$ cat src/rtl/bcd_serial_adder_seq.sv
// Digit-serial sequencer that walks packed-BCD operands LSD-first through one external digit adder.
// Optional macro BCD_DIGIT_CHECK_EN adds an err output flagging non-BCD operand digits.
module bcd_serial_adder_seq #(
  parameter int DIGITS = 4
) (
  input  logic                clk,
  input  logic                rst,
  input  logic                start,
  input  logic [4*DIGITS-1:0] a,
  input  logic [4*DIGITS-1:0] b,
  input  logic                cin,
  output logic [3:0]          add_a,
  output logic [3:0]          add_b,
  output logic                add_cin,
  input  logic [3:0]          add_s,
  input  logic                add_cout,
  output logic                busy,
  output logic                done,
  output logic [4*DIGITS-1:0] sum,
  output logic                cout
`ifdef BCD_DIGIT_CHECK_EN
  ,
  output logic                err
`endif
);

  localparam int IW = (DIGITS > 1) ? $clog2(DIGITS) : 1;
  localparam logic [IW-1:0] LAST_IDX = IW'(DIGITS - 1);

  typedef enum logic [1:0] {
    IDLE,
    RUN,
    DONE
  } state_t;

  state_t              state_reg;
  logic [4*DIGITS-1:0] a_reg;
  logic [4*DIGITS-1:0] b_reg;
  logic [IW-1:0]       idx_reg;
  logic [IW-1:0]       idx_next;
  logic [3:0]          a_dig [DIGITS];
  logic [3:0]          b_dig [DIGITS];
  logic [3:0]          a_next_dig;
  logic [3:0]          b_next_dig;

  assign idx_next = idx_reg + 1'b1;

  generate
    for (genvar gi = 0; gi < DIGITS; gi++) begin : g_dig
      assign a_dig[gi] = a_reg[4*gi +: 4];
      assign b_dig[gi] = b_reg[4*gi +: 4];
    end
  endgenerate

  // Digits presented on the next RUN cycle; add_a/add_b are registered so they are stable all cycle.
  always_comb begin
    a_next_dig = 4'd0;
    b_next_dig = 4'd0;
    for (int i = 0; i < DIGITS; i++) begin
      if (idx_next == IW'(i)) begin
        a_next_dig = a_dig[i];
        b_next_dig = b_dig[i];
      end
    end
  end

`ifdef BCD_DIGIT_CHECK_EN
  logic [DIGITS-1:0] dig_bad;
  logic              bad_digit;

  generate
    for (genvar gi = 0; gi < DIGITS; gi++) begin : g_chk
      assign dig_bad[gi] = (a_dig[gi] > 4'd9) || (b_dig[gi] > 4'd9);
    end
  endgenerate

  assign bad_digit = |dig_bad;
`endif

  // add_cin doubles as the running decimal carry between digits.
  always_ff @(posedge clk or posedge rst) begin
    if (rst) begin
      state_reg <= IDLE;
      a_reg     <= '0;
      b_reg     <= '0;
      idx_reg   <= '0;
      add_a     <= 4'd0;
      add_b     <= 4'd0;
      add_cin   <= 1'b0;
      busy      <= 1'b0;
      done      <= 1'b0;
      sum       <= '0;
      cout      <= 1'b0;
`ifdef BCD_DIGIT_CHECK_EN
      err       <= 1'b0;
`endif
    end else begin
      case (state_reg)
        IDLE: begin
          done <= 1'b0;
          if (start) begin
            a_reg     <= a;
            b_reg     <= b;
            add_a     <= a[3:0];
            add_b     <= b[3:0];
            add_cin   <= cin;
            sum       <= '0;
            cout      <= 1'b0;
            idx_reg   <= '0;
            busy      <= 1'b1;
`ifdef BCD_DIGIT_CHECK_EN
            err       <= 1'b0;
`endif
            state_reg <= RUN;
          end
        end

        RUN: begin
          for (int i = 0; i < DIGITS; i++) begin
            if (idx_reg == IW'(i)) begin
              sum[4*i +: 4] <= add_s;
            end
          end
          if (idx_reg == LAST_IDX) begin
            cout      <= add_cout;
            add_a     <= 4'd0;
            add_b     <= 4'd0;
            add_cin   <= 1'b0;
            busy      <= 1'b0;
            done      <= 1'b1;
`ifdef BCD_DIGIT_CHECK_EN
            err       <= bad_digit;
`endif
            state_reg <= DONE;
          end else begin
            add_a   <= a_next_dig;
            add_b   <= b_next_dig;
            add_cin <= add_cout;
            idx_reg <= idx_next;
          end
        end

        DONE: begin
          done      <= 1'b0;
          state_reg <= IDLE;
        end

        default: begin
          state_reg <= IDLE;
        end
      endcase
    end
  end

endmodule

$ cat config.mk
export PLATFORM = sky130hd
export DESIGN_NAME = bcd_serial_adder_seq
export DESIGN_NICKNAME = d
export VERILOG_FILES = /design/src/rtl/bcd_serial_adder_seq.sv
export SDC_FILE = /design/constraint.sdc
export NUM_CORES = 1
export LEC_CHECK = 0
export CORE_MARGIN = 4
export CORE_UTILIZATION = 50
export DETAILED_ROUTE_END_ITERATION = 16
export GPL_ROUTABILITY_DRIVEN = 0
export PLACE_DENSITY_LB_ADDON = 0.15
export SYNTH_ARGS = -nofsm -noshare
export SYNTH_HDL_FRONTEND = slang
export SYNTH_SLANG_ARGS = --single-unit
$ cat constraint.sdc
create_clock -name clk -period 2.5 [get_ports clk]
set_input_delay 0.25 -clock clk [delete_from_list [all_inputs] [get_ports clk]]
set_output_delay 0.25 -clock clk [all_outputs]
set_load 0.1 [all_outputs]
* Yosys cells after proc, flatten, opt, wreduce, memory -nomap -nowiden *
Index checks and enable logic that the tools add are counted.
W data, S select, Z words.

cells by class
  add/subtract/negate cells = 1
  equal/unequal tests = 14
  muxes and demuxes = 37
  reductions and logical operators = 15

operators by type and width
  kind                   number
  $mux W4                16
  $pmux W16 S2           1
  $mux W16               1
  $pmux W4 S2            2
  $reduce_and A3 Y1      5
  $ne A2 B2 Y1 const B   6
  $eq A2 B2 Y1 const B   5
  $mux W2                4
  $pmux W1 S2            4
  $pmux W2 S2            2
  $reduce_and A2 Y1      4
  $mux W1                7
  $eq A2 B1 Y1 const B   3
  $logic_not A2 Y1       3
  $reduce_bool A2 Y1     2
  $add A2 B1 Y2 const B  1
  $reduce_or A2 Y1       1

word-level totals
  register bits after elaboration = 64
  bits of input ports = 41
  output and inout port bits = 28
  word-level logic and storage cells = 81

* Longest topological paths before layout *
  word-level depth = 8
  mapped depth = 7
  mapped depth without buffers = 5

* Worst setup path before layout *
No wires, ideal clock.

  path type = reg2reg
  start point = reg idx_reg[1]
  end point = reg add_a[0]
  library setup time = 0.126 ns
  data arrival time = 1.620 ns
  required time = 2.374 ns
  path slack = 0.754 ns
  cell stages (with the launch flop) = 8
  path buffers = 2
  clock period less this slack = 1.746 ns
  cells stage by stage = dfrtp_1 > inv_1 > ha_1 > clkbuf_1 > buf_2 > nand3b_1 > a311oi_1 > o32a_1

on the way
  cells in the longest elaborated chain, start to end = 8
  elaborated cells on any way between the ends = 12
  classes of those cells = add/sub (1); eq/ne (4); mux (6); reduce/logical (1)

RTL lines
  item                    RTL line  source
  start, declared         39        logic [IW-1:0] idx_reg;
  start signal, assigned  139       idx_reg <= idx_next;
  $add A2 B1 Y2           46        assign idx_next = idx_reg + 1'b1;
  $logic_not A2 Y1        60        if (idx_next == IW'(i)) begin
  $mux W4 (4 in series)   60
  $mux W4 *               124       if (idx_reg == LAST_IDX) begin
  $pmux W4 S2 *           98        case (state_reg)
  end signal, assigned    104       add_a <= a[3:0];
  end signal, assigned    136       add_a <= a_next_dig;
  end, declared           12        output logic [3:0] add_a,

Every way passes the cells marked *; elsewhere a longest branch is shown, timed or not.
A chain may end at the register's enable or synchronous reset.

* Worst setup path after layout *
  start point = reg idx_reg[1]
  end point = reg add_b[2]

on the way
  cells in the longest elaborated chain, start to end = 8
  elaborated cells on any way between the ends = 12
  classes of those cells = add/sub (1); eq/ne (4); mux (6); reduce/logical (1)

RTL lines
  item                   RTL line  source
  $add A2 B1 Y2          46
  $logic_not A2 Y1       60
  $mux W4 (4 in series)  60
  $mux W4 *              124
  $pmux W4 S2 *          98
  end signal, assigned   105       add_b <= b[3:0];
  end signal, assigned   137       add_b <= b_next_dig;
  end, declared          13        output logic [3:0] add_b,

Marks and branches as above.

==> qor.yml <==
clock.fmax_mhz: 477
ctsLongestPathBuffers: 2
r2r_slack_ps: 410
mostFrequentLayoutCell: "dfrtp_1"
die_w_um: 86.6
cp_top_family: "simple AND/OR/NAND/NOR gates"
yosysSeqAreaShare: 0.519
ys_warn_count: 0
insertion_delay_ps: 340
vias_per_cell: 5.74
area_delta_synth_final_pct: 30.1
critPathMaxStageDelay_ps: 570
nets: 374
ios: 69
antenna_cells: 0
track_usage: 0.202
synth_cell_type_count: 27
critPathArrivalTime_ps: 2370
cts_tree: "built"
final_antenna_net_count: 0
maxSlewViolCount: 0
dr.pass1.iters: 5
finalWirelength_mm: 7.20
numCtsBuffers: 9
syn_area_um2: 3090
worst_slew_pin_slew_ps: 700
synth_fp_nets: 301
grt_max_degree: 34
endpoint_kind: "flip-flop"
htree_levels: 3
holdCritPathClass: "in -> async"
drt_iter0_markers: 180
first_global_vias: 2333
clkTransAtPathRegs_ps: 70
cts_sinks: 64
final_cell_mix: "dfrtp_1, clkdlybuf4s50_1, buf_4, a22o_1, mux2_2"
fp.dieH_um: 86.6
antenna_found_initial: 0
post_cts_buffers: 0
slew_headroom: 0.533
clock-skew-final_ps: 10.9
fin_crit_ps: 2090
drv_cap: 0
finalCritPeriodShare: 0.838
synth_top_area_cell: "dfrtp_1"
status: "completed"
synth-seq-cells: 64
setup_viol: 0
syn_area_per_cell_um2: 12.2
crit_buf_inv: 1
cp_max_fo: 24
rsz0062_at_grt: "no"
routedWlPerCell_um: 17.8
postCtsHoldBufs: 0
critPathKind: "reg -> reg"
start_util: 0.518
fillers: 462
slowest_stage: "or4bb_1"
ctsResizeCount: 0
netlist.area_leader.share: 0.519
die_area_um2: 7490
dp_hpwl_mm: 5.14
synth_top_cells_by_area: "dfrtp_1, mux2_2, a22o_1"
grt_pass1_wl_mm: 11.7
io_buffers: 68
core.rowCount: 28
root_buffer: "clkbuf_8"
tns_ps: 0
finalHoldViolations: 0
crit_path_cell_trace: "inv_1 -> ha_1 -> or4bb_1 -> a311oi_1 -> o32a_1"
drive_gt1_frac: 0.264
synth_cells: 252
core_area_um2: 5960
globalRoute.totalOverflow: 0
required_ps: 2780
drc_errors: 0
startpoint_type: "flip-flop"
vias: 2325
-- cell families (layout without fill, tap and decap cells) --
| kind of cell | after synthesis | after routing | share of synthesized area |
|---|---|---|---|
| AO/OA/AOI/OAI | 73 | 73 | 0.186 |
| AND/OR/NAND/NOR | 40 | 40 | 0.0941 |
| adder cells (fa/ha/maj) | 8 | 8 | 0.0324 |
| multiplexers | 34 | 34 | 0.123 |
| buffers and inverters | 33 | 111 | 0.0450 |
| flip-flops | 64 | 64 | 0.519 |
-- per-stage QoR --
step / setup slack [ps] / area (um2) / hold slack, ps / std cells / utilization
6_report: 406 / 4010 / 346 / 405 / 0.674
5_1_grt: 275 / 4010 / 410 / 405 / 0.674
4_1_cts: 437 / 4010 / 364 / 405 / 0.674
3_5_place_dp: 447 / 3800 / 468 / 389 / 0.637
3_3_place_gp: 581 / 3800 / 465 / 389 / 0.637
2_1_floorplan: 652 / 3090 / 402 / 252 / -
-- cell usage after synthesis --
| cell | instances |
|---|---|
| dfrtp_1 | 64 |
| a22o_1 | 34 |
| mux2_2 | 32 |
| a21oi_1 | 17 |
| inv_1 | 17 |
| nor2b_1 | 13 |
| clkbuf_1 | 10 |
| a311oi_1 | 8 |
| ha_1 | 8 |
| nand3b_1 | 8 |
| o32a_1 | 8 |
| nor2_1 | 6 |
| or4bb_1 | 5 |
| buf_2 | 3 |
| buf_4 | 3 |
| nand4bb_1 | 3 |
| mux2i_1 | 2 |
| o22ai_1 | 2 |
| a21o_1 | 1 |
| a22oi_1 | 1 |
| a32oi_1 | 1 |
| nand2_1 | 1 |
| nor3_1 | 1 |
| nor3b_2 | 1 |
| o21ai_0 | 1 |
| or2_1 | 1 |
| or3b_1 | 1 |
-- metal layers --
layer  part of all wire  routed length [um]  GRT usage
met5                  0                   0          0
met4              0.017                 126     0.0822
met2               0.49                3550      0.330
met1               0.45                3240      0.265
met3              0.040                 286     0.0371
-- worst paths after layout --
path,from,cells after the start,to
max,idx_reg[1]$_DFFE_PP0P_,5,add_b[2]$_DFFE_PP0P_
min,rst,2,sum[12]$_DFFE_PP0P_
max reg2reg,idx_reg[1]$_DFFE_PP0P_,5,add_b[2]$_DFFE_PP0P_
min reg2reg,busy$_DFFE_PP0P_,1,busy$_DFFE_PP0P_
max in group asynchronous,rst,3,a_reg[6]$_DFFE_PP0P_
min in group clk,busy$_DFFE_PP0P_,1,busy$_DFFE_PP0P_
-- layout make-up --
type	instances	area, um2	share of cell area
Clock inverter	2	35.0	0.00873
Tap cell	75	93.8	0.0234
Multi-Input combinational cell	155	1350	0.337
Clock buffer	14	183	0.0455
Inverter	17	63.8	0.0159
Timing Repair Buffer	78	686	0.171
Sequential cell	64	1600	0.399
Power is not shown: default switching activity piles up to over one toggle a cycle in this logic, so the estimate is an artifact.
